--- src/rtl/mem_port_arbiter_if.sv ---
// Bundle of every handshake and bus signal around mem_port_arbiter.
//   I port : i_req/i_addr in, i_gnt/i_done/i_rdata/i_err out
//   D port : d_req/d_we/d_addr/d_wdata/d_be in, d_gnt/d_done/d_rdata/d_err out
//   Bus    : bus_req/bus_we/bus_addr/bus_wdata/bus_be out, bus_ack/bus_rdata in
// Modport master is the arbiter's view; modport slave is the view of the
// surrounding pipeline/memory (or a testbench standing in for them).
interface mem_port_arbiter_if;
    logic        i_req;
    logic [31:0] i_addr;
    logic        i_gnt;
    logic        i_done;
    logic [31:0] i_rdata;
    logic        i_err;

    logic        d_req;
    logic        d_we;
    logic [31:0] d_addr;
    logic [31:0] d_wdata;
    logic [3:0]  d_be;
    logic        d_gnt;
    logic        d_done;
    logic [31:0] d_rdata;
    logic [1:0]  d_err;

    logic        bus_req;
    logic        bus_we;
    logic [31:0] bus_addr;
    logic [31:0] bus_wdata;
    logic [3:0]  bus_be;
    logic        bus_ack;
    logic [31:0] bus_rdata;

    modport master (
        input  i_req, i_addr,
        output i_gnt, i_done, i_rdata, i_err,
        input  d_req, d_we, d_addr, d_wdata, d_be,
        output d_gnt, d_done, d_rdata, d_err,
        output bus_req, bus_we, bus_addr, bus_wdata, bus_be,
        input  bus_ack, bus_rdata
    );

    modport slave (
        output i_req, i_addr,
        input  i_gnt, i_done, i_rdata, i_err,
        output d_req, d_we, d_addr, d_wdata, d_be,
        input  d_gnt, d_done, d_rdata, d_err,
        input  bus_req, bus_we, bus_addr, bus_wdata, bus_be,
        output bus_ack, bus_rdata
    );
endinterface

--- src/rtl/mem_port_arbiter.sv ---
// Shares one external memory bus between the fetch (I) and data (D) ports.
// D has priority; after STREAK_MAX back-to-back D grants with I waiting, I
// gets the next grant. One transaction outstanding; each bus cycle is aborted
// with an error after TIMEOUT cycles without bus_ack. Misaligned D accesses
// are rejected without a bus cycle.
// Ports:
//   clk   - clock, all state on the rising edge
//   rst_n - asynchronous active-low reset
//   bus   - mem_port_arbiter_if.master (I/D request ports and external bus)
module mem_port_arbiter #(
    parameter int unsigned STREAK_MAX = 4,
    parameter int unsigned TIMEOUT    = 255,
    parameter int unsigned TO_W       = 8
) (
    input logic                clk,
    input logic                rst_n,
    mem_port_arbiter_if.master bus
);

    localparam int unsigned SW = $clog2(STREAK_MAX + 1);
    localparam logic [SW-1:0]   StreakMaxV = SW'(STREAK_MAX);
    localparam logic [TO_W-1:0] TimeoutV   = TO_W'(TIMEOUT);

    typedef enum logic [1:0] {StIdle, StBusyI, StBusyD} state_e;

    state_e          state_q;
    logic [SW-1:0]   streak_q;
    logic [TO_W-1:0] to_cnt_q;

    logic          grant_d;
    logic          grant_i;
    logic          misaligned;
    logic [SW-1:0] streak_d;

    // Grant decision and streak bookkeeping, only acted on in StIdle.
    always_comb begin
        grant_d    = 1'b0;
        grant_i    = 1'b0;
        misaligned = 1'b0;
        streak_d   = streak_q;

        if (bus.d_req && (!bus.i_req || (streak_q < StreakMaxV))) begin
            grant_d = 1'b1;
        end else if (bus.i_req) begin
            grant_i = 1'b1;
        end

        if ((bus.d_be == 4'b1111) && (bus.d_addr[1:0] != 2'b00)) begin
            misaligned = 1'b1;
        end else if (((bus.d_be == 4'b0011) || (bus.d_be == 4'b1100)) && bus.d_addr[0]) begin
            misaligned = 1'b1;
        end

        // A D grant only counts towards the streak while I is actually waiting.
        if (grant_d) begin
            if (bus.i_req) begin
                streak_d = (streak_q == StreakMaxV) ? streak_q : streak_q + SW'(1);
            end else begin
                streak_d = '0;
            end
        end else if (grant_i) begin
            streak_d = '0;
        end
    end

    always_ff @(posedge clk or negedge rst_n) begin
        if (!rst_n) begin
            state_q       <= StIdle;
            streak_q      <= '0;
            to_cnt_q      <= '0;
            bus.i_gnt     <= 1'b0;
            bus.i_done    <= 1'b0;
            bus.i_rdata   <= '0;
            bus.i_err     <= 1'b0;
            bus.d_gnt     <= 1'b0;
            bus.d_done    <= 1'b0;
            bus.d_rdata   <= '0;
            bus.d_err     <= 2'b00;
            bus.bus_req   <= 1'b0;
            bus.bus_we    <= 1'b0;
            bus.bus_addr  <= '0;
            bus.bus_wdata <= '0;
            bus.bus_be    <= '0;
        end else begin
            // Grant and done strobes are single-cycle pulses.
            bus.i_gnt  <= 1'b0;
            bus.i_done <= 1'b0;
            bus.d_gnt  <= 1'b0;
            bus.d_done <= 1'b0;

            case (state_q)
                StIdle: begin
                    streak_q <= streak_d;
                    to_cnt_q <= '0;
                    if (grant_d) begin
                        bus.d_gnt <= 1'b1;
                        if (misaligned) begin
                            // Rejected at once: gnt and done together, no bus cycle.
                            bus.d_done  <= 1'b1;
                            bus.d_rdata <= '0;
                            bus.d_err   <= 2'b10;
                        end else begin
                            bus.bus_req   <= 1'b1;
                            bus.bus_we    <= bus.d_we;
                            bus.bus_addr  <= bus.d_addr;
                            bus.bus_wdata <= bus.d_wdata;
                            bus.bus_be    <= bus.d_be;
                            state_q       <= StBusyD;
                        end
                    end else if (grant_i) begin
                        bus.i_gnt     <= 1'b1;
                        bus.bus_req   <= 1'b1;
                        bus.bus_we    <= 1'b0;
                        bus.bus_addr  <= bus.i_addr;
                        bus.bus_wdata <= '0;
                        bus.bus_be    <= 4'b1111;
                        state_q       <= StBusyI;
                    end
                end

                StBusyI, StBusyD: begin
                    // Ack is checked first so it wins over a coincident timeout.
                    if (bus.bus_ack) begin
                        bus.bus_req <= 1'b0;
                        to_cnt_q    <= '0;
                        state_q     <= StIdle;
                        if (state_q == StBusyI) begin
                            bus.i_done  <= 1'b1;
                            bus.i_rdata <= bus.bus_rdata;
                            bus.i_err   <= 1'b0;
                        end else begin
                            bus.d_done  <= 1'b1;
                            bus.d_rdata <= bus.bus_we ? '0 : bus.bus_rdata;
                            bus.d_err   <= 2'b00;
                        end
                    end else if (to_cnt_q == TimeoutV) begin
                        bus.bus_req <= 1'b0;
                        to_cnt_q    <= '0;
                        state_q     <= StIdle;
                        if (state_q == StBusyI) begin
                            bus.i_done  <= 1'b1;
                            bus.i_rdata <= '0;
                            bus.i_err   <= 1'b1;
                        end else begin
                            bus.d_done  <= 1'b1;
                            bus.d_rdata <= '0;
                            bus.d_err   <= 2'b01;
                        end
                    end else begin
                        to_cnt_q <= to_cnt_q + TO_W'(1);
                    end
                end

                default: begin
                    state_q <= StIdle;
                end
            endcase
        end
    end

endmodule
--- src/flat_wrapper.sv ---
// flat-port wrapper written by rule: the top's interface ports become plain ports
module mem_port_arbiter_flat 
#(
    parameter int unsigned STREAK_MAX = 4,
    parameter int unsigned TIMEOUT    = 255,
    parameter int unsigned TO_W       = 8
)
  (clk, rst_n, bus_i_req, bus_i_addr, bus_i_gnt, bus_i_done, bus_i_rdata, bus_i_err, bus_d_req, bus_d_we, bus_d_addr, bus_d_wdata, bus_d_be, bus_d_gnt, bus_d_done, bus_d_rdata, bus_d_err, bus_bus_req, bus_bus_we, bus_bus_addr, bus_bus_wdata, bus_bus_be, bus_bus_ack, bus_bus_rdata);
  mem_port_arbiter_if bus_i ();
  input logic clk;
  input logic rst_n;
  input wire logic [$bits(bus_i.i_req)-1:0] bus_i_req;
  input wire logic [$bits(bus_i.i_addr)-1:0] bus_i_addr;
  output wire logic [$bits(bus_i.i_gnt)-1:0] bus_i_gnt;
  output wire logic [$bits(bus_i.i_done)-1:0] bus_i_done;
  output wire logic [$bits(bus_i.i_rdata)-1:0] bus_i_rdata;
  output wire logic [$bits(bus_i.i_err)-1:0] bus_i_err;
  input wire logic [$bits(bus_i.d_req)-1:0] bus_d_req;
  input wire logic [$bits(bus_i.d_we)-1:0] bus_d_we;
  input wire logic [$bits(bus_i.d_addr)-1:0] bus_d_addr;
  input wire logic [$bits(bus_i.d_wdata)-1:0] bus_d_wdata;
  input wire logic [$bits(bus_i.d_be)-1:0] bus_d_be;
  output wire logic [$bits(bus_i.d_gnt)-1:0] bus_d_gnt;
  output wire logic [$bits(bus_i.d_done)-1:0] bus_d_done;
  output wire logic [$bits(bus_i.d_rdata)-1:0] bus_d_rdata;
  output wire logic [$bits(bus_i.d_err)-1:0] bus_d_err;
  output wire logic [$bits(bus_i.bus_req)-1:0] bus_bus_req;
  output wire logic [$bits(bus_i.bus_we)-1:0] bus_bus_we;
  output wire logic [$bits(bus_i.bus_addr)-1:0] bus_bus_addr;
  output wire logic [$bits(bus_i.bus_wdata)-1:0] bus_bus_wdata;
  output wire logic [$bits(bus_i.bus_be)-1:0] bus_bus_be;
  input wire logic [$bits(bus_i.bus_ack)-1:0] bus_bus_ack;
  input wire logic [$bits(bus_i.bus_rdata)-1:0] bus_bus_rdata;
  assign bus_i.i_req = bus_i_req;
  assign bus_i.i_addr = bus_i_addr;
  assign bus_i_gnt = bus_i.i_gnt;
  assign bus_i_done = bus_i.i_done;
  assign bus_i_rdata = bus_i.i_rdata;
  assign bus_i_err = bus_i.i_err;
  assign bus_i.d_req = bus_d_req;
  assign bus_i.d_we = bus_d_we;
  assign bus_i.d_addr = bus_d_addr;
  assign bus_i.d_wdata = bus_d_wdata;
  assign bus_i.d_be = bus_d_be;
  assign bus_d_gnt = bus_i.d_gnt;
  assign bus_d_done = bus_i.d_done;
  assign bus_d_rdata = bus_i.d_rdata;
  assign bus_d_err = bus_i.d_err;
  assign bus_bus_req = bus_i.bus_req;
  assign bus_bus_we = bus_i.bus_we;
  assign bus_bus_addr = bus_i.bus_addr;
  assign bus_bus_wdata = bus_i.bus_wdata;
  assign bus_bus_be = bus_i.bus_be;
  assign bus_i.bus_ack = bus_bus_ack;
  assign bus_i.bus_rdata = bus_bus_rdata;
  mem_port_arbiter #(.STREAK_MAX(STREAK_MAX), .TIMEOUT(TIMEOUT), .TO_W(TO_W)) u_core (.clk(clk), .rst_n(rst_n), .bus(bus_i));
endmodule
--- config.mk ---
export PLATFORM = sky130hd
export DESIGN_NAME = mem_port_arbiter_flat
export DESIGN_NICKNAME = d
export VERILOG_FILES = /design/src/rtl/mem_port_arbiter_if.sv /design/src/rtl/mem_port_arbiter.sv /design/src/flat_wrapper.sv
export SDC_FILE = /design/constraint.sdc
export NUM_CORES = 1
export LEC_CHECK = 0
export CORE_MARGIN = 2
export CORE_UTILIZATION = 43
export CTS_CLUSTER_DIAMETER = 60
export CTS_CLUSTER_SIZE = 40
export DETAILED_ROUTE_END_ITERATION = 16
export PLACE_DENSITY = 0.79
export SYNTH_ARGS = -nofsm -noshare
export SYNTH_HDL_FRONTEND = slang
export SYNTH_SLANG_ARGS = --single-unit
--- constraint.sdc ---
create_clock -name clk -period 2.55 [get_ports clk]
set_input_delay 0.51 -clock clk [delete_from_list [all_inputs] [get_ports clk]]
set_output_delay 0.51 -clock clk [all_outputs]
set_load 0.005 [all_outputs]
==> impl_metrics.env <==
export IMPL_synth_compound_gate_area_share=0.137
export IMPL_pin_count=279
export IMPL_synth_main_ff_cell="dfrtp_1"
export IMPL_status="finished clean"
export IMPL_gp_routability_congestion=0.818
export IMPL_clkLatencyLatePin_ns=0.42
export IMPL_vias=5911
export IMPL_path_clk_slew_ns=0.06
export IMPL_synth_edf_count=0
export IMPL_critical_path_slowest_cell="clkdlybuf4s50_1"
export IMPL_synth_top_cells_by_area="dfrtp_1, nand2_1, o21ai_0"
export IMPL_finClkSkew_ns=0.0109
export IMPL_start_util=0.435
export IMPL_cp_arrival_ns=2.44
export IMPL_p_sw_mw=3.62
export IMPL_setup_repair_after_global_routing_missed_its_margin="no"
export IMPL_worstSetupPathType="in2reg"
export IMPL_worst_setup_path_start_kind="input pin"
export IMPL_hold_ws_ns=0.0552
export IMPL_synth_mux_area_fraction=0.00497
export IMPL_power_combinational_fraction=0.410
export IMPL_drt_total_wl_um=19100
export IMPL_mappedNetlistArea_um2=6540
export IMPL_period_minus_ws_final_ns=2.13
export IMPL_report_final_slew_viol_count=0
export IMPL_vdd_drop_max_uv=528
export IMPL_root_buffer="clkbuf_16"
export IMPL_grt_pass1_vias=5829
export IMPL_detail_route_wl_per_cell_um=16.4
export IMPL_largest_area_contributor_in_the_synthesized_netlist="dfrtp_1"
export IMPL_cts_max_path_buffers=2
export IMPL_detailedRoute_firstIterationViolations=449
export IMPL_cellLeakagePower_nw=4.50
export IMPL_worst_ep_required_time_ns=2.86
export IMPL_critical_path_max_fanout=67
export IMPL_final_hold_violation_count=0
export IMPL_cts_post_setup_buffers_inserted=0
export IMPL_power_frac_clock=0.229
export IMPL_synth_top_family_by_area="simple AND/OR/NAND/NOR gates"
export IMPL_synthXorXnorAreaFrac=0.00268
export IMPL_width_of_the_die_um=127
export IMPL_final_layout_size_suffix_gt1_frac=0.0624
export IMPL_end_kind="flop"
export IMPL_cts_sink_count=154
export IMPL_final_core_util=0.675
export IMPL_power_switching_share=0.329
export IMPL_tns_ns=0
export IMPL_worst_slack_ns=0.420
export IMPL_finalSetupViolCount=0
export IMPL_holdBufCountCts=0
export IMPL_cts_buffers_inserted=17
export IMPL_max_cap_violations=0
export IMPL_least_margin_pin_slew_ns=0.601
export IMPL_htreeDepth=4
export IMPL_post_route_cell_area_um2=10100
export IMPL_rr_worst_depth=8
export IMPL_grt_pass1_wl_um=30400
export IMPL_cell_internal_pwr_mw=7.38
export IMPL_yosysSeqAreaShare=0.589
export IMPL_powerDensity_nw_per_um2=1080
export IMPL_synth_cells_most_frequent="nand2_1, dfrtp_1, o21ai_0"
export IMPL_grt_remaining_overflow=0
export IMPL_synthAdderAreaFrac=0.0115
export IMPL_area_growth_synth_to_final_pct=55.1
export IMPL_power_frac_seq=0.361
export IMPL_preCtsSetupSlack_ns=-0.0116
export IMPL_worst_slew_margin_rel=0.600
export IMPL_cts_repair_resized=0
export IMPL_antenna_cells_inserted=0
export IMPL_worstHoldPathType="in2async"
export IMPL_synth_area_per_cell_um2=9.36
export IMPL_ys_seq_elements=154
export IMPL_worst_path_largest_cell_delay_ns=0.47
export IMPL_fp_dieH_um=127
export IMPL_largest_net_degree_at_the_start_of_global_routing=68
export IMPL_crit_path_cell_trace="clkdlybuf4s50_1, or3b_1, a21oi_4, o2111ai_4, buf_12, o31ai_1"
export IMPL_post_synth_top_count_cell="nand2_1"
export IMPL_die_area_um2=16200
export IMPL_postSynthNetCount=843
export IMPL_tritoncts="done"
export IMPL_detail_route_drc_violations=0
export IMPL_synth_async_reset_ratio=1.00
export IMPL_synthesis_yosys_warnings=0
export IMPL_numPortBuffers=278
export IMPL_place_detailed_hpwl_um=13500
export IMPL_maxClockFrequency_mhz=470
export IMPL_track_usage=0.241
export IMPL_drt_vias_per_instance=5.07
export IMPL_synth_area_in_simple_gates=0.211
export IMPL_post_synth_inst_count=699
export IMPL_fin_nets=1108
export IMPL_yosys_cell_types_count=38
export IMPL_postRouteAntennaNets=0
export IMPL_min_period_over_period=0.835
export IMPL_core_footprint_um2=15000
export IMPL_netlist_area_leader_share=0.589
export IMPL_antenna_found_initial=0
export IMPL_post_dp_cell_area_um2=9550
export IMPL_drt_pass1_iterations=5
export IMPL_row_count=45
-- cells by family after synthesis --
family | after synthesis
adders and majority gates | 6
DFF | 154
and+or+nand+nor | 345
xor gates and xnor gates | 2
buffers and inverters | 57
AOI/OAI and AO/OA | 132
muxes | 3
-- registers in the layout, summed over array words and instances (netlist names), 3 cells and up --
signal                count
u_core.bus.bus_addr      32
u_core.bus.bus_be         4
u_core.bus.bus_wdata     32
u_core.bus.d_rdata       32
u_core.bus.i_rdata       32
u_core.streak_q           3
u_core.to_cnt_q           8
-- cells in the final DEF (no fill, tap or decap), types with 3 or more instances in the layout --
| cell type | n |
|---|---|
| nand2_1 | 250 |
| nand2b_1 | 5 |
| nor2_1 | 43 |
| nor2b_1 | 3 |
| clkinvlp_4 | 5 |
| clkbuf_16 | 17 |
| o211ai_1 | 3 |
| clkdlybuf4s50_1 | 277 |
| o31ai_2 | 5 |
| a31oi_1 | 33 |
| dfrtp_1 | 154 |
| a22o_1 | 4 |
| nand3_1 | 37 |
| o21ai_0 | 47 |
| buf_12 | 7 |
| inv_6 | 3 |
| inv_1 | 8 |
| ha_1 | 6 |
| o31ai_1 | 29 |
| buf_4 | 10 |
-- stage by stage --
| stage | power [mW] | cells |
|---|---|---|
| 2_1_floorplan | 5.78 | 699 |
| 3_3_place_gp | 8.43 | 1133 |
| 3_5_place_dp | 8.53 | 1133 |
| 4_1_cts | 11.1 | 1165 |
| 5_1_grt | 11.7 | 1165 |
| 6_report | 11.0 | 1165 |
-- worst paths after layout --
kind | start | slack, ns | endpoint
setup / recovery | bus_d_addr[0] | 0.42 | u_core.bus.d_rdata[8]
hold / removal | rst_n | 0.06 | u_core.bus.i_rdata[30]
setup reg to reg | u_core.state_q[1] | 0.51 | u_core.bus.d_rdata[8]
hold reg to reg | u_core.bus.bus_wdata[6] | 0.47 | u_core.bus.bus_wdata[6]
max in group asynchronous | rst_n | 1.80 | u_core.bus.bus_wdata[10]
min in group clk | u_core.bus.bus_wdata[6] | 0.47 | u_core.bus.bus_wdata[6]
-- worst max-delay path: cells and delay by family --
family          cells  cell delay [ns]
simple gates        1             0.40
compound gates      3             0.79
buf+inv             2             0.69
-- routing by layer --
layer / global-route usage / vias up / part of all wire
met5: 0 / - / 0
met4: 0.0705 / 0 / 0.017
met3: 0.0984 / 23 / 0.10
met2: 0.389 / 230 / 0.48
met1: 0.299 / 2784 / 0.40
li1: - / 2874 / -
-- area by class of cell --
type                            instances  area (um2)
Timing Repair Buffer                  295        3000
Tap cell                              188         235
Sequential cell                       154        3850
Fill cell                            1164        4890
Multi-Input combinational cell        488        2430
Clock inverter                         13         143
Inverter                                8        30.0
Clock buffer                           19         453
-- power groups by stage --
stage / logic (mW) / clock network, mW / registers (mW)
global placement: 4.47 / 0 / 3.96
CTS: 4.56 / 2.56 / 3.98
global route: 4.96 / 2.67 / 4.08
detailed placement: 4.54 / 0 / 3.99
finish: 4.51 / 2.52 / 3.97
floorplan: 1.76 / 0 / 4.02
(Power assumes the default switching activity.)
